### src/rtl/inst_fetch_queue_pkg.sv
// rtl/inst_fetch_queue_pkg.sv - shared widths and queue entry type for the fetch front end
package inst_fetch_queue_pkg;

  localparam int FETCH_INST_WIDTH   = 32;
  localparam int PKG_INST_MEM_WIDTH = 15;

  typedef struct packed {
    logic [FETCH_INST_WIDTH-1:0]   inst;
    logic [PKG_INST_MEM_WIDTH-1:0] pc;
  } fetch_entry_t;

endpackage

### src/rtl/inst_fetch_queue_if.sv
// rtl/inst_fetch_queue_if.sv - control, memory and decode handshake bundle of the fetch front end
interface inst_fetch_queue_if #(
  parameter int AW = inst_fetch_queue_pkg::PKG_INST_MEM_WIDTH
);
  logic          redirect;
  logic [AW-1:0] redirect_pc;
  logic          input_start;
  logic          input_end;
  logic          mem_rd_en;
  logic [AW-1:0] mem_addr;
  logic [31:0]   mem_rdata;
  logic          out_valid;
  logic          out_ready;
  logic [31:0]   inst;
  logic [AW-1:0] pc_out;
  logic [AW-1:0] pc1_out;
  logic          inst_enable;

  modport master (
    input  redirect, redirect_pc, input_start, input_end, mem_rdata, out_ready,
    output mem_rd_en, mem_addr, out_valid, inst, pc_out, pc1_out, inst_enable
  );

  modport slave (
    output redirect, redirect_pc, input_start, input_end, mem_rdata, out_ready,
    input  mem_rd_en, mem_addr, out_valid, inst, pc_out, pc1_out, inst_enable
  );
endinterface

### src/rtl/inst_fetch_queue_fetch_fifo.sv
// rtl/inst_fetch_queue_fetch_fifo.sv - prefetch FIFO with flush, head view and occupancy count
module fetch_fifo #(
  parameter int DEPTH = 4,
  parameter int WIDTH = 47
) (
  input  logic                   clk_i,
  input  logic                   rst_i,
  input  logic                   push_i,
  input  logic                   pop_i,
  input  logic                   flush_i,
  input  logic [WIDTH-1:0]       data_i,
  output logic [WIDTH-1:0]       head_o,
  output logic [$clog2(DEPTH):0] count_o
);
  localparam int PW = $clog2(DEPTH);
  localparam logic [PW:0] FULL = (PW+1)'(DEPTH);

  logic [WIDTH-1:0] mem_q [DEPTH];
  logic [PW-1:0]    wr_ptr_q, wr_ptr_d, rd_ptr_q, rd_ptr_d;
  logic [PW:0]      count_q, count_d;
  logic             do_push, do_pop;

  // A full queue still accepts a push when the head leaves in the same cycle
  assign do_pop  = pop_i && (count_q != '0);
  assign do_push = push_i && ((count_q != FULL) || do_pop);

  always_comb begin
    wr_ptr_d = wr_ptr_q;
    rd_ptr_d = rd_ptr_q;
    count_d  = count_q;
    if (flush_i) begin
      wr_ptr_d = '0;
      rd_ptr_d = '0;
      count_d  = '0;
    end else begin
      if (do_push) wr_ptr_d = wr_ptr_q + 1'b1;
      if (do_pop)  rd_ptr_d = rd_ptr_q + 1'b1;
      if (do_push && !do_pop)      count_d = count_q + 1'b1;
      else if (do_pop && !do_push) count_d = count_q - 1'b1;
    end
  end

  always_ff @(posedge clk_i) begin
    if (rst_i) begin
      wr_ptr_q <= '0;
      rd_ptr_q <= '0;
      count_q  <= '0;
      for (int i = 0; i < DEPTH; i++) mem_q[i] <= '0;
    end else begin
      wr_ptr_q <= wr_ptr_d;
      rd_ptr_q <= rd_ptr_d;
      count_q  <= count_d;
      if (do_push && !flush_i) mem_q[wr_ptr_q] <= data_i;
    end
  end

  assign head_o  = mem_q[rd_ptr_q];
  assign count_o = count_q;
endmodule

### src/rtl/inst_fetch_queue.sv
// rtl/inst_fetch_queue.sv - sequential instruction fetch with latency-tracking tag pipe and prefetch queue
// Define INST_FETCH_STALL_CNT_EN to add the stall_cycles counter port.
module inst_fetch_queue
  import inst_fetch_queue_pkg::*;
#(
  parameter int INST_MEM_WIDTH = PKG_INST_MEM_WIDTH,
  parameter int MEM_LATENCY    = 3,
  parameter int QUEUE_DEPTH    = 4
) (
  input  logic               CLK,
  input  logic               reset,
  inst_fetch_queue_if.master bus
`ifdef INST_FETCH_STALL_CNT_EN
  ,
  output logic [31:0]        stall_cycles
`endif
);
  typedef logic [INST_MEM_WIDTH-1:0] pc_t;

  pc_t                         fetch_pc_q, fetch_pc_d;
  logic                        inst_enable_q, inst_enable_d;
  logic [MEM_LATENCY-1:0]      tag_vld_q, tag_vld_d;
  pc_t                         tag_pc_q [MEM_LATENCY];
  logic [$clog2(QUEUE_DEPTH):0] count;
  fetch_entry_t                push_entry, head;
  logic                        issue, push, pop, out_valid;
  int                          credits_used;

  assign out_valid = (count != '0);
  assign pop       = out_valid && bus.out_ready;
  assign push      = tag_vld_q[MEM_LATENCY-1] && !bus.redirect;

  // Credits count queued plus in-flight words; the departing head frees its slot at once
  always_comb begin
    credits_used = int'(count) - int'(pop) + $countones(tag_vld_q);
    issue        = !reset && inst_enable_q && !bus.redirect && (credits_used < QUEUE_DEPTH);
  end

  always_comb begin
    fetch_pc_d = fetch_pc_q;
    if (bus.redirect)  fetch_pc_d = bus.redirect_pc;
    else if (issue)    fetch_pc_d = fetch_pc_q + INST_MEM_WIDTH'(1);

    inst_enable_d = inst_enable_q;
    if (bus.input_start)    inst_enable_d = 1'b0;
    else if (bus.input_end) inst_enable_d = 1'b1;

    tag_vld_d = '0;
    for (int i = MEM_LATENCY - 1; i > 0; i--) tag_vld_d[i] = tag_vld_q[i-1];
    tag_vld_d[0] = issue;
    if (bus.redirect) tag_vld_d = '0;
  end

  always_ff @(posedge CLK) begin
    if (reset) begin
      fetch_pc_q    <= '0;
      inst_enable_q <= 1'b1;
      tag_vld_q     <= '0;
      for (int i = 0; i < MEM_LATENCY; i++) tag_pc_q[i] <= '0;
    end else begin
      fetch_pc_q    <= fetch_pc_d;
      inst_enable_q <= inst_enable_d;
      tag_vld_q     <= tag_vld_d;
      tag_pc_q[0]   <= fetch_pc_q;
      for (int i = 1; i < MEM_LATENCY; i++) tag_pc_q[i] <= tag_pc_q[i-1];
    end
  end

  assign push_entry = '{inst: bus.mem_rdata, pc: tag_pc_q[MEM_LATENCY-1]};

  fetch_fifo #(
    .DEPTH (QUEUE_DEPTH),
    .WIDTH ($bits(fetch_entry_t))
  ) u_fetch_fifo (
    .clk_i   (CLK),
    .rst_i   (reset),
    .push_i  (push),
    .pop_i   (pop),
    .flush_i (bus.redirect),
    .data_i  (push_entry),
    .head_o  (head),
    .count_o (count)
  );

  assign bus.mem_rd_en   = issue;
  assign bus.mem_addr    = fetch_pc_q;
  assign bus.out_valid   = out_valid;
  assign bus.inst        = head.inst;
  assign bus.pc_out      = head.pc;
  assign bus.pc1_out     = head.pc + INST_MEM_WIDTH'(1);
  assign bus.inst_enable = inst_enable_q;

`ifdef INST_FETCH_STALL_CNT_EN
  logic [31:0] stall_cnt_q, stall_cnt_d;

  always_comb begin
    stall_cnt_d = stall_cnt_q;
    if (bus.out_ready && !out_valid && (stall_cnt_q != '1)) stall_cnt_d = stall_cnt_q + 32'd1;
  end

  always_ff @(posedge CLK) begin
    if (reset) stall_cnt_q <= '0;
    else       stall_cnt_q <= stall_cnt_d;
  end

  assign stall_cycles = stall_cnt_q;
`endif
endmodule

### src/flat_wrapper.sv
// flat-port wrapper written by rule: the top's interface ports become plain ports
module inst_fetch_queue_flat import inst_fetch_queue_pkg::*;
#(
  parameter int INST_MEM_WIDTH = PKG_INST_MEM_WIDTH,
  parameter int MEM_LATENCY    = 3,
  parameter int QUEUE_DEPTH    = 4
)
  (CLK, reset, bus_redirect, bus_redirect_pc, bus_input_start, bus_input_end, bus_mem_rdata, bus_out_ready, bus_mem_rd_en, bus_mem_addr, bus_out_valid, bus_inst, bus_pc_out, bus_pc1_out, bus_inst_enable);
  inst_fetch_queue_if #(.AW((15))) bus_i ();
  input  logic CLK;
  input  logic reset;
  input wire logic [$bits(bus_i.redirect)-1:0] bus_redirect;
  input wire logic [$bits(bus_i.redirect_pc)-1:0] bus_redirect_pc;
  input wire logic [$bits(bus_i.input_start)-1:0] bus_input_start;
  input wire logic [$bits(bus_i.input_end)-1:0] bus_input_end;
  input wire logic [$bits(bus_i.mem_rdata)-1:0] bus_mem_rdata;
  input wire logic [$bits(bus_i.out_ready)-1:0] bus_out_ready;
  output wire logic [$bits(bus_i.mem_rd_en)-1:0] bus_mem_rd_en;
  output wire logic [$bits(bus_i.mem_addr)-1:0] bus_mem_addr;
  output wire logic [$bits(bus_i.out_valid)-1:0] bus_out_valid;
  output wire logic [$bits(bus_i.inst)-1:0] bus_inst;
  output wire logic [$bits(bus_i.pc_out)-1:0] bus_pc_out;
  output wire logic [$bits(bus_i.pc1_out)-1:0] bus_pc1_out;
  output wire logic [$bits(bus_i.inst_enable)-1:0] bus_inst_enable;
  assign bus_i.redirect = bus_redirect;
  assign bus_i.redirect_pc = bus_redirect_pc;
  assign bus_i.input_start = bus_input_start;
  assign bus_i.input_end = bus_input_end;
  assign bus_i.mem_rdata = bus_mem_rdata;
  assign bus_i.out_ready = bus_out_ready;
  assign bus_mem_rd_en = bus_i.mem_rd_en;
  assign bus_mem_addr = bus_i.mem_addr;
  assign bus_out_valid = bus_i.out_valid;
  assign bus_inst = bus_i.inst;
  assign bus_pc_out = bus_i.pc_out;
  assign bus_pc1_out = bus_i.pc1_out;
  assign bus_inst_enable = bus_i.inst_enable;
  inst_fetch_queue #(.INST_MEM_WIDTH(INST_MEM_WIDTH), .MEM_LATENCY(MEM_LATENCY), .QUEUE_DEPTH(QUEUE_DEPTH)) u_core (.CLK(CLK), .reset(reset), .bus(bus_i));
endmodule
### config.mk
export PLATFORM = sky130hd
export DESIGN_NAME = inst_fetch_queue_flat
export DESIGN_NICKNAME = d
export VERILOG_FILES = /design/src/rtl/inst_fetch_queue_pkg.sv /design/src/rtl/inst_fetch_queue_if.sv /design/src/rtl/inst_fetch_queue_fetch_fifo.sv /design/src/rtl/inst_fetch_queue.sv /design/src/flat_wrapper.sv
export SDC_FILE = /design/constraint.sdc
export NUM_CORES = 1
export LEC_CHECK = 0
export CAP_MARGIN = 30
export CORE_UTILIZATION = 59
export DETAILED_ROUTE_END_ITERATION = 7
export PLACE_DENSITY = 0.84
export SYNTH_ARGS = -nofsm -noshare
export SYNTH_HDL_FRONTEND = slang
export SYNTH_HIERARCHICAL = 1
export SYNTH_SLANG_ARGS = --single-unit
### constraint.sdc
create_clock -name CLK -period 5.2 [get_ports CLK]
set_clock_uncertainty 0.1 [all_clocks]
set_input_delay 0.78 -clock CLK [delete_from_list [all_inputs] [get_ports CLK]]
set_output_delay 0.78 -clock CLK [all_outputs]
set_load 0.01 [all_outputs]
### Word level (Yosys, flattened, before mapping)

Memories as Yosys holds them, arrays and structs flattened. A register that Yosys moved wholly into a read port is not among the register bits.
Index checks and enable logic that the tools add are counted.

* memories kept: 2
* logic and storage cells: 64
* bits in writable memories: 233
* bits in registers: 26
* output and inout port bits: 80
* bits of input ports: 53

Memories
* u_core.u_fetch_fifo.mem_q: depth 4, width 47, read ports 1, clocked after memory_dff 1, wr ports 4, RTL line inst_fetch_queue_fetch_fifo.sv:18 `logic [WIDTH-1:0] mem_q [DEPTH];`
* u_core.tag_pc_q: depth 3, width 15, read ports 3, clocked after memory_dff 0, wr ports 3, RTL line inst_fetch_queue.sv:23 `pc_t tag_pc_q [MEM_LATENCY];`

* equal/unequal tests: 1
* reductions and logical operators: 21
* $add $sub $neg: 10
* bitwise gates (word level): 3
* multiplexer cells: 20
* $lt $le $gt $ge: 1

Operator list (count)
* 2-to-1 mux 15 bit: 5
* 2-to-1 mux 47 bit: 1
* OR reduction 47 bit: 1
* adder 32 x 1 -> 32 bit: 1
* adder 32 bit: 1
* less-than comparator 32 x 4 -> 1 bit, second input constant: 1
* adder 15 x 1 -> 15 bit, second input constant: 2
* logical AND 1 bit: 10
* 2-to-1 mux 1 bit: 9
* 2-to-1 mux 2 bit: 3
* 2-to-1 mux 3 bit: 2
* nonzero test 2 bit: 3
* adder 2 x 1 -> 2 bit, second input constant: 2
* zero test 1 bit: 4
* subtractor 3 x 1 -> 4 bit: 1
* adder 3 x 1 -> 3 bit, second input constant: 1
* inequality test 3 bit, second input constant: 1
* OR 1 bit: 3
* nonzero test 3 bit: 1
* subtractor 3 x 1 -> 3 bit, second input constant: 1
* adder 1 x 1 -> 2 bit: 1
* OR reduction 2 bit: 1
* logical OR 1 bit: 1

### Depth between registers and ports, before layout

Gate-level depths: netlist of run 1.

* depth after elaboration: 11
* depth in mapped cells: 12
* gate-level depth less buffers: 10

### Cells and area by module

Netlist of run 1, hierarchy kept.

By module, submodules not included
* fetch_fifo: cells each 502, instances 1, area each 8628.3 µm²
* inst_fetch_queue: cells each 271, instances 1, area each 2608.8 µm²

### Worst setup path after synthesis of run 1

Ideal clock, no wire load.

* kind: register to output
* start: register u_core.u_fetch_fifo.count_q[1], in the netlist u_core/u_fetch_fifo/count_o[1]
* end: output port bus_mem_rd_en
* data required time: 4.320 ns
* path buffers: 2
* setup slack: 1.709 ns
* arrival: 2.611 ns
* stages on the path, launching flop included: 12
* path through: dfxtp_1 or3_1 and2_1 ha_1 ha_1 inv_1 ha_1 nand3b_1 a31oi_2 buf_6 buf_2 nor3_1

* cells in the longest elaborated chain, start to end: 6

Ends and longest elaborated chain
* from (decl): RTL line inst_fetch_queue_fetch_fifo.sv:20 `logic [PW:0] count_q, count_d;`
* from (signal assigned): RTL line inst_fetch_queue_fetch_fifo.sv:52 `count_q <= count_d;`
* nonzero test 3 bit: RTL line inst_fetch_queue.sv:29 `assign out_valid = (count != '0);`
* net bus_out_valid: RTL line flat_wrapper.sv:20 `output wire logic [$bits(bus_i.out_valid)-1:0] bus_out_valid;`
* logical AND 1 bit: RTL line inst_fetch_queue.sv:30 `assign pop = out_valid && bus.out_ready;`
* net u_core.pop: RTL line inst_fetch_queue.sv:26 `logic issue, push, pop, out_valid;`
* subtractor 3 x 1 -> 4 bit: RTL line inst_fetch_queue.sv:35 `credits_used = int'(count) - int'(pop) + $countones(tag_vld_q);`
* adder 32 bit: RTL line inst_fetch_queue.sv:35
* less-than comparator 32 x 4 -> 1 bit: RTL line inst_fetch_queue.sv:36 `issue = !reset && inst_enable_q && !bus.redirect && (credits_used < QUEUE_DEPTH);`
* logical AND 1 bit: RTL line inst_fetch_queue.sv:36
* to (decl): RTL line flat_wrapper.sv:18 `output wire logic [$bits(bus_i.mem_rd_en)-1:0] bus_mem_rd_en;`

The timed path passes the listed nets, and every way through them passes these cells.

==> results of run 1 <==
## critical path, stage by stage (launching register included)
cell,delay [ps]
sky130_fd_sc_hd__dfxtp_2,830
sky130_fd_sc_hd__mux4_2,430
sky130_fd_sc_hd__and4_1,290
sky130_fd_sc_hd__nand4_1,320
sky130_fd_sc_hd__nor3_1,350
sky130_fd_sc_hd__xor2_1,200
sky130_fd_sc_hd__clkdlybuf4s50_1,560
## report_power, final
part	switching (W)	internal [W]	total, W
Combinational	0.000120	0.000124	0.000244
Clock	0.000737	0.00111	0.00184
Sequential	0.0000325	0.00229	0.00232
Total	0.000890	0.00352	0.00441
## synth_stat cells (8+ instances only)
cell	number
sky130_fd_sc_hd__buf_6	15
sky130_fd_sc_hd__clkbuf_1	17
sky130_fd_sc_hd__edfxtp_1	188
sky130_fd_sc_hd__nand3_1	16
sky130_fd_sc_hd__a311oi_1	9
sky130_fd_sc_hd__o31ai_1	8
sky130_fd_sc_hd__buf_2	8
sky130_fd_sc_hd__nor2b_1	49
sky130_fd_sc_hd__inv_1	9
sky130_fd_sc_hd__xnor2_1	8
sky130_fd_sc_hd__mux4_2	47
sky130_fd_sc_hd__dfxtp_1	73
sky130_fd_sc_hd__nand2_1	12
sky130_fd_sc_hd__nor2_1	27
sky130_fd_sc_hd__xor2_1	11
sky130_fd_sc_hd__and2_1	190
## registers in the layout, indices dropped and copies added, names as in the netlist, named ones only
signal and cells:
u_core/u_fetch_fifo/mem_q 188, u_core/tag_pc_q 45, u_core/bus.mem_addr 15, u_core/tag_vld_q 3, u_core/u_fetch_fifo/count_o 3, u_core/u_fetch_fifo/rd_ptr_q 2, u_core/u_fetch_fifo/wr_ptr_q 2, u_core/bus.inst_enable 1
## metal layers
layer | vias up | wire (um) | GRT usage, %
li1 | 3076 | - | -
met1 | 3292 | 9335 | 30.89
met2 | 272 | 11130 | 39.92
met3 | 30 | 1442 | 3.248
met4 | 0 | 383 | 6.883
met5 | - | 0 | 0
## placed cells by master (no fill, tap or decap), types with 6 or more instances in the layout
| cell type | n |
|---|---|
| sky130_fd_sc_hd__edfxtp_1 | 188 |
| sky130_fd_sc_hd__xor2_1 | 11 |
| sky130_fd_sc_hd__dfxtp_1 | 71 |
| sky130_fd_sc_hd__clkdlybuf4s50_1 | 131 |
| sky130_fd_sc_hd__xnor2_1 | 8 |
| sky130_fd_sc_hd__nand3_1 | 16 |
| sky130_fd_sc_hd__clkbuf_16 | 28 |
| sky130_fd_sc_hd__o31ai_1 | 8 |
| sky130_fd_sc_hd__a311oi_1 | 9 |
| sky130_fd_sc_hd__or4_1 | 6 |
| sky130_fd_sc_hd__nor3_1 | 6 |
| sky130_fd_sc_hd__ha_1 | 6 |
| sky130_fd_sc_hd__mux4_2 | 47 |
| sky130_fd_sc_hd__clkbuf_1 | 10 |
| sky130_fd_sc_hd__nor2_1 | 27 |
| sky130_fd_sc_hd__nor2b_1 | 49 |
| sky130_fd_sc_hd__nand2_1 | 12 |
| sky130_fd_sc_hd__buf_4 | 14 |
| sky130_fd_sc_hd__and2_1 | 190 |
| sky130_fd_sc_hd__inv_1 | 9 |
## stage by stage
stage | utilization, % | area (sq um)
detailed placement | 67.81 | 12680
finish | 72.39 | 13540
floorplan | - | 11240
CTS | 72.39 | 13540
global route | 72.39 | 13540
global placement | 67.81 | 12680
## cell families after synthesis
kind of cell / after synthesis / share of synthesized area (%)
mux: 49 / 9.598
buf+inv: 53 / 2.884
xor+xnor: 19 / 1.481
fa+ha+maj: 8 / 1.024
flops: 261 / 63.24
simple gates: 342 / 18.86
compound gates: 41 / 2.906
## worst paths after layout
| check | startpoint | to | slack [ps] |
|---|---|---|---|
| min | u_core/tag_pc_q[0][8]$_SDFF_PP0_ | u_core/tag_pc_q[0][23]$_SDFF_PP0_ | 330 |
| max reg2reg | u_core/u_fetch_fifo/count_o[1]$_SDFFE_PP0P_ | u_core/bus.mem_addr[10]$_SDFFE_PP0P_ | 1900 |
| min reg2reg | u_core/tag_pc_q[0][8]$_SDFF_PP0_ | u_core/tag_pc_q[0][23]$_SDFF_PP0_ | 330 |
| max | flop | bus_pc1_out[11] | 810 |
## final cells by class
type | instances | area share, %
Multi-Input combinational cell | 459 | 28.24
Inverter | 9 | 0.2495
Tap cell | 234 | 2.162
Clock buffer | 43 | 5.960
Sequential cell | 261 | 52.52
Clock inverter | 5 | 0.3696
Timing Repair Buffer | 146 | 10.50
==> out/results.ini, run 1 <==
[placement]
numPortBuffers=132
post-dp-hpwl_um=12620
gpl_congestion=0.8219
dpl.cell_count=1109
dp_slack_ps=1221

[timing]
final_period_minus_worst_setup_slack_ps=4391
worst_slack_ps=808.6
unrepaired_setup_endpoints_after_global_routing=no
fmax_ghz=0.2277
worst_hold_slack_ps=330.5
fin_setup_tns_ps=0
worstMarginPinSlew_ps=772.8
layout_worst_path_cycle_share_pct=84.45
setup-violations-final=0
final-max-slew-violation-count=0
worst_slew_margin_rel_pct=48.48
report.final.hold_viol_count=0

[global_route]
grt_antenna_before_repair=0
grt_overflow_total=0
via_count_of_the_first_global_routing_pass=6880
grt_max_degree=61
track_usage_pct=23.20
grt_first_pass_wirelength_um=35510

[critical_path]
cp-end-kind=output port
worstSetupPathType=reg2out
data_arrival_at_the_endpoint_of_the_critical_path_ps=3510
worst-endpoint-required_ps=4320
worst-path-max-fanout=29
setup.worst_path.start_class=flop
r2r.worst_path.cells=11

[cts]
clock_tree_from_tritoncts=built
numCtsBuffers=26
cts_buffer_depth=3
hold_buffers=0
cts.reportedPaths.clkPinSlew_ps=60
post-cts-setup-buffer-count=0
post_cts_resized=0
htree_num_levels=1
clkSinkCount=261
cts_root_buffer=sky130_fd_sc_hd__clkbuf_16
worstSkewPairLatency_ps=510

[floorplan]
die-height_um=140.0
coreArea_sq_um=18710
floorplan.initialDensity_pct=60.07
design.portCount=133
number_of_core_rows=50
floorplan.die_area_sq_um=19600
fp.dieW_um=140.0

[logic_synthesis]
syn-instance-count=773
synth.net_count=834
yosys_warnings=6
cell_types_occupying_the_most_area_after_synthesis=sky130_fd_sc_hd__edfxtp_1 (50%), sky130_fd_sc_hd__dfxtp_1 (13%), sky130_fd_sc_hd__and2_1 (11%)
synth.cell_area_sq_um=11240
synth_area_leader_cell=sky130_fd_sc_hd__edfxtp_1
synth_edf_count=188
synth-seq-area-share_pct=63.24
avgSynthCellArea_sq_um=14.54
ys_seq_elements=261
async_set_reset_flop_share_out_of_synthesis_pct=0
yosys.area.top_type_share_pct=50.24
synth.lib_cells_used.distinct=57
postSynth.topFlopCell=sky130_fd_sc_hd__edfxtp_1

[routing]
postRouteAntennaNets=0
viasPerCell=5.765
drtPass1Iterations=5
route.vias.total=6670
drt_iter0_drc=476
route.final.wire_length_um=22290
detail_route.drc_violations=0
wl_per_cell_um=19.27

[finish]
register_area_sq_um=7112
finalNonFillerCells=1157
syn_to_final_growth_pct=20.50
layout.nets=964
n_fill_cell=1177
antenna_cells=0
share_of_layout_cells_above_drive_strength_1_pct=12.57
multi_input_area_sq_um=3824

[min_path]
hold_path_depth=1
hp-class=reg2reg

[pwr]
power.static_leakage_nw=4.880
power_w=0.004411
power_density_nw_per_um2=325.8
vdd_ir_drop_max_mv=0.2552

[run_status]
run_status=completed

[run]
drv_cap=0

Note: power is estimated with default switching activity, not from simulation.
==> run 2: changes to the inputs <==
--- a/config.mk
+++ b/config.mk
@@ -6,9 +6,9 @@
 export NUM_CORES = 1
 export LEC_CHECK = 0
 export CAP_MARGIN = 30
-export CORE_UTILIZATION = 59
+export CORE_UTILIZATION = 56
 export DETAILED_ROUTE_END_ITERATION = 7
-export PLACE_DENSITY = 0.84
+export PLACE_DENSITY = 0.8
 export SYNTH_ARGS = -nofsm -noshare
 export SYNTH_HDL_FRONTEND = slang
 export SYNTH_HIERARCHICAL = 1
==> constraint.sdc (replaced) <==
create_clock -name CLK -period 4.25 [get_ports CLK]
set_clock_uncertainty 0.1 [all_clocks]
set_input_delay 0.6375 -clock CLK [delete_from_list [all_inputs] [get_ports CLK]]
set_output_delay 0.6375 -clock CLK [all_outputs]
set_load 0.01 [all_outputs]
==> out/results.ini, run 2 (synthesis results as in run 1) <==
[pwr]
switchingPower_w=0.001103
share_of_total_power_in_the_clock_network_pct=42.3
p_comb_share_pct=5.5
internal_power_w=0.004343
sw_frac_of_total_pct=20.26
vdd_ir_drop_max_mv=0.2893
seq_power_share_pct=52.2
power_density_nw_per_um2=399.1
power.static_leakage_nw=4.899

[floorplan]
coreArea_sq_um=19590
die-height_um=143.7
floorplan.die_area_sq_um=20640
design.portCount=133
floorplan.initialDensity_pct=57.36
fp.dieW_um=143.7
number_of_core_rows=51

[critical_path]
crit_family=simple AND/OR/NAND/NOR gates
regToRegStartpoint=u_core/u_fetch_fifo/count_o[2]$_SDFFE_PP0P_
r2r.worst_path.cells=11
worst_path_largest_cell_delay_ps=560
critical_path.startpoint=u_core/u_fetch_fifo/count_o[2]$_SDFFE_PP0P_
crit_path_depth=10
slowest_stage=sky130_fd_sc_hd__clkdlybuf4s50_1
cp-end-kind=output port
data_arrival_at_the_endpoint_of_the_critical_path_ps=3270
setup.worst_path.start_class=flop
worst_r2r_endpoint=u_core/bus.mem_addr[8]$_SDFFE_PP0P_
crit_end=bus_mem_rd_en
worst_path_most_repeated_cell=sky130_fd_sc_hd__ha_1
worstSetupPathType=reg2out
r2r_slack_ps=990
cp_cell_sequence=or3_1 -> and2_1 -> ha_1 -> ha_1 -> inv_1 -> ha_1 -> nand3b_1 -> a31oi_2 -> nor3_1 -> clkdlybuf4s50_1
worst-endpoint-required_ps=3510
worst-path-max-fanout=8
cp.buffers_inverters=2

[finish]
largest_register=u_core/u_fetch_fifo/mem_q
finalNonFillerCells=1192
layout.nets=968
multi_input_area_sq_um=3824
antenna_cells=0
mostFrequentLayoutCells=sky130_fd_sc_hd__and2_1 (190), sky130_fd_sc_hd__edfxtp_1 (188), sky130_fd_sc_hd__clkdlybuf4s50_1 (131)
largest_register_ffs=188
share_of_layout_cells_above_drive_strength_1_pct=13.05
layout_commonest_cell=sky130_fd_sc_hd__and2_1
finalCoreUtilization_pct=69.66
syn_to_final_growth_pct=21.44
n_fill_cell=1355
register_area_sq_um=7113

[timing]
unrepaired_setup_endpoints_after_global_routing=no
final-max-slew-violation-count=0
worst_slew_margin_rel_pct=48.16
report.final.hold_viol_count=0
layout_worst_path_cycle_share_pct=94.40
worst_slack_ps=237.9
setup-violations-final=0
final_period_minus_worst_setup_slack_ps=4012
fmax_ghz=0.2492
worstMarginPinSlew_ps=774.4
fin_setup_tns_ps=0

[placement]
post-dp-hpwl_um=13050
numPortBuffers=132
dp_slack_ps=567.0
gpl_congestion=0.8267
dpl.cell_count=1144

[global_route]
track_usage_pct=21.94
grt_antenna_before_repair=0
grt_max_degree=58
grt_overflow_total=0
via_count_of_the_first_global_routing_pass=6757
grt_first_pass_wirelength_um=34670

[routing]
postRouteAntennaNets=0
route.final.wire_length_um=21670
drtPass1Iterations=4
detail_route.drc_violations=0
route.vias.total=6533
wl_per_cell_um=18.18
drt_iter0_drc=313
viasPerCell=5.481

[run]
drv_cap=0

[cts]
cts_buffer_depth=3
clock_tree_from_tritoncts=built
clkSinkCount=261
htree_num_levels=1
numCtsBuffers=26
hold_buffers=0
cts_root_buffer=sky130_fd_sc_hd__clkbuf_16
cts.reportedPaths.clkPinSlew_ps=60
worstSkewPairLatency_ps=520

[run_status]
run_status=completed

[min_path]
hp-class=reg2reg

-- run 2: repair_timing --
action,in CTS,in global routing
gates resized for setup,0,1
setup endpoints to repair,0,1
setup buffers,0,0
-- run 2: how the worst min path moves through the flow --
stage	from	to	slack, ps	depth (start not counted)
floorplan	u_core/tag_pc_q[0][0]$_SDFF_PP0_	u_core/tag_pc_q[0][15]$_SDFF_PP0_	310	1
global placement	u_core/tag_pc_q[0][9]$_SDFF_PP0_	u_core/tag_pc_q[0][24]$_SDFF_PP0_	320	1
detailed placement	u_core/tag_pc_q[0][7]$_SDFF_PP0_	u_core/tag_pc_q[0][22]$_SDFF_PP0_	320	1
CTS	u_core/tag_pc_q[0][7]$_SDFF_PP0_	u_core/tag_pc_q[0][22]$_SDFF_PP0_	330	1
global route	u_core/tag_pc_q[0][7]$_SDFF_PP0_	u_core/tag_pc_q[0][22]$_SDFF_PP0_	350	1
finish	u_core/tag_pc_q[0][7]$_SDFF_PP0_	u_core/tag_pc_q[0][22]$_SDFF_PP0_	330	1
-- run 2: stage by stage --
stage	power [W]	hold WS, ps	area [sq um]
after global placement	0.003190	316.1	12780
after CTS	0.005483	331.8	13650
final	0.005446	332.4	13650
after detailed placement	0.003196	320.4	12780
after floorplan	0.003020	313.8	11240
after global routing	0.005607	345.6	13650
-- run 2: cell type report --
class / instances / share of cell area [%]
sequential: 261 / 52.12
multi-input combinational: 459 / 28.02
timing repair buffer: 150 / 10.82
clock buffer: 38 / 5.400
tap: 265 / 2.430
clock inverter: 10 / 0.9627
inverter: 9 / 0.2475
-- run 2: per-layer routing --
layer  routed length (um)  track usage, %  vias to the layer above
li1                     -               -                     3079
met1                 9153           28.76                     3202
met2                10740           38.15                      218
met3                 1346           3.199                       34
met4                  422           6.159                        0
met5                    0               0                        -
-- run 2: power by group through the flow --
stage	registers (W)	clock network, W	logic (W)
detailed placement	0.00290	0	0.000300
floorplan	0.00289	0	0.000131
global route	0.00285	0.00243	0.000322
finish	0.00284	0.00230	0.000300
global placement	0.00289	0	0.000297
CTS	0.00284	0.00234	0.000302
==> run 3: changes to the inputs <==
--- a/config.mk
+++ b/config.mk
@@ -6,9 +6,11 @@
 export NUM_CORES = 1
 export LEC_CHECK = 0
 export CAP_MARGIN = 30
-export CORE_UTILIZATION = 56
+export CELL_PAD_IN_SITES_DETAIL_PLACEMENT = 2
+export CELL_PAD_IN_SITES_GLOBAL_PLACEMENT = 2
+export CORE_UTILIZATION = 40
 export DETAILED_ROUTE_END_ITERATION = 7
-export PLACE_DENSITY = 0.8
+export PLACE_DENSITY_LB_ADDON = 0.1
 export SYNTH_ARGS = -nofsm -noshare
 export SYNTH_HDL_FRONTEND = slang
 export SYNTH_HIERARCHICAL = 1
==> out/results.ini, run 3 (synthesis results as in run 1) <==
[floorplan]
die-height_um=169.6
floorplan.die_area_sq_um=28770
floorplan.initialDensity_pct=41.24
coreArea_sq_um=27250
fp.dieW_um=169.6
design.portCount=133
number_of_core_rows=60

[finish]
register_area_sq_um=7116
layout.nets=979
antenna_cells=0
layout_commonest_cell=sky130_fd_sc_hd__and2_1
largest_register=u_core/u_fetch_fifo/mem_q
n_fill_cell=2524
mostFrequentLayoutCells=sky130_fd_sc_hd__and2_1 (190), sky130_fd_sc_hd__edfxtp_1 (188), sky130_fd_sc_hd__clkdlybuf4s50_1 (130)
multi_input_area_sq_um=3824
finalNonFillerCells=1312
share_of_layout_cells_above_drive_strength_1_pct=14.47
syn_to_final_growth_pct=24.20
largest_register_ffs=188

[timing]
final_period_minus_worst_setup_slack_ps=3849
worst_slew_margin_rel_pct=51.08
worst_slack_ps=400.8
layout_worst_path_cycle_share_pct=90.57
fin_setup_tns_ps=0
fmax_ghz=0.2598
report.final.hold_viol_count=0
final-max-slew-violation-count=0
unrepaired_setup_endpoints_after_global_routing=no
worst_hold_slack_ps=339.5
setup-violations-final=0
worstMarginPinSlew_ps=733.1

[run]
drv_cap=0

[placement]
dpl.cell_count=1253
dp_slack_ps=428.0
numPortBuffers=132
gpl_congestion=0.7317
post-dp-hpwl_um=18450

[routing]
route.final.wire_length_um=29620
drtPass1Iterations=4
drt_iter0_drc=348
postRouteAntennaNets=0
wl_per_cell_um=22.57
viasPerCell=5.216
route.vias.total=6843
detail_route.drc_violations=0

[run_status]
run_status=completed

[cts]
numCtsBuffers=28
cts.reportedPaths.clkPinSlew_ps=60
cts_buffer_depth=3
cts_root_buffer=sky130_fd_sc_hd__clkbuf_16
clkSinkCount=261
clock_tree_from_tritoncts=built
htree_num_levels=1
hold_buffers=0
worstSkewPairLatency_ps=540

[global_route]
grt_antenna_before_repair=0
via_count_of_the_first_global_routing_pass=7860
grt_first_pass_wirelength_um=46000
track_usage_pct=21.05
grt_overflow_total=0
grt_max_degree=49

[pwr]
sw_frac_of_total_pct=21.26
power_density_nw_per_um2=402.7
p_comb_share_pct=5.7
seq_power_share_pct=50.7
power.static_leakage_nw=5.028
internal_power_w=0.004425
vdd_ir_drop_max_mv=0.2767
share_of_total_power_in_the_clock_network_pct=43.6
switchingPower_w=0.001195

[critical_path]
worstSetupPathType=reg2out
cp-end-kind=output port
data_arrival_at_the_endpoint_of_the_critical_path_ps=3110
regToRegStartpoint=u_core/u_fetch_fifo/count_o[2]$_SDFFE_PP0P_
setup.worst_path.start_class=flop
worst-path-max-fanout=12
worst-endpoint-required_ps=3510

[min_path]
hp-class=reg2reg
worst_hold_startpoint=u_core/tag_pc_q[0][13]$_SDFF_PP0_

run 3: worst paths after layout:
path / endpoint / slack (ps) / cells past startpoint
setup / recovery: bus_pc1_out[9] / 400 / 6
hold / removal: u_core/tag_pc_q[0][28]$_SDFF_PP0_ / 340 / 1
setup reg to reg: u_core/bus.mem_addr[9]$_SDFFE_PP0P_ / 840 / 11
hold reg to reg: u_core/tag_pc_q[0][28]$_SDFF_PP0_ / 340 / 1
run 3: final cells by class:
cell class,instances,area share [%]
Sequential cell,261,50.99
Multi-Input combinational cell,459,27.40
Tap cell,372,3.335
Inverter,9,0.2421
Clock buffer,46,6.545
Clock inverter,6,0.2331
Timing Repair Buffer,159,11.26
run 3: worst max-delay path, cell delays in order (launching register included):
cell                              delay (ps)
sky130_fd_sc_hd__dfxtp_4                 460
sky130_fd_sc_hd__buf_4                   300
sky130_fd_sc_hd__mux4_2                  620
sky130_fd_sc_hd__nand4_1                 260
sky130_fd_sc_hd__nor2_1                  100
sky130_fd_sc_hd__xor2_1                  230
sky130_fd_sc_hd__clkdlybuf4s50_1         590
run 3: what timing repair did:
item / in CTS / in global routing
resized for setup: 0 / 3
setup endpoints to repair: 0 / 4
setup buffers: 0 / 7
hold endpoints to repair: 0 / 0
run 3: metrics by stage:
stage	util [%]	power (W)	area [sq um]
floorplan	-	0.003020	11240
global placement	47.45	0.003202	12930
detailed placement	47.53	0.003225	12950
CTS	51.00	0.005682	13900
global route	51.21	0.005781	13960
finish	51.21	0.005620	13960
run 3: metal layers:
layer | global-route usage [%] | routed length, um | part of all wire, % | vias to the layer above
met1 | 26.53 | 12560 | 42 | 3544
met4 | 4.583 | 461 | 1.6 | 0
met2 | 38.44 | 15480 | 52 | 163
met3 | 2.635 | 1116 | 3.8 | 40
li1 | - | - | - | 3096
met5 | 0 | 0 | 0 | -
run 3: power groups by stage:
stage	Sequential, W	Clock, W	Combinational [W]
6_report	0.00285	0.00245	0.000318
4_1_cts	0.00285	0.00251	0.000324
5_1_grt	0.00286	0.00258	0.000341
2_1_floorplan	0.00289	0	0.000131
3_5_place_dp	0.00290	0	0.000321
3_3_place_gp	0.00289	0	0.000308
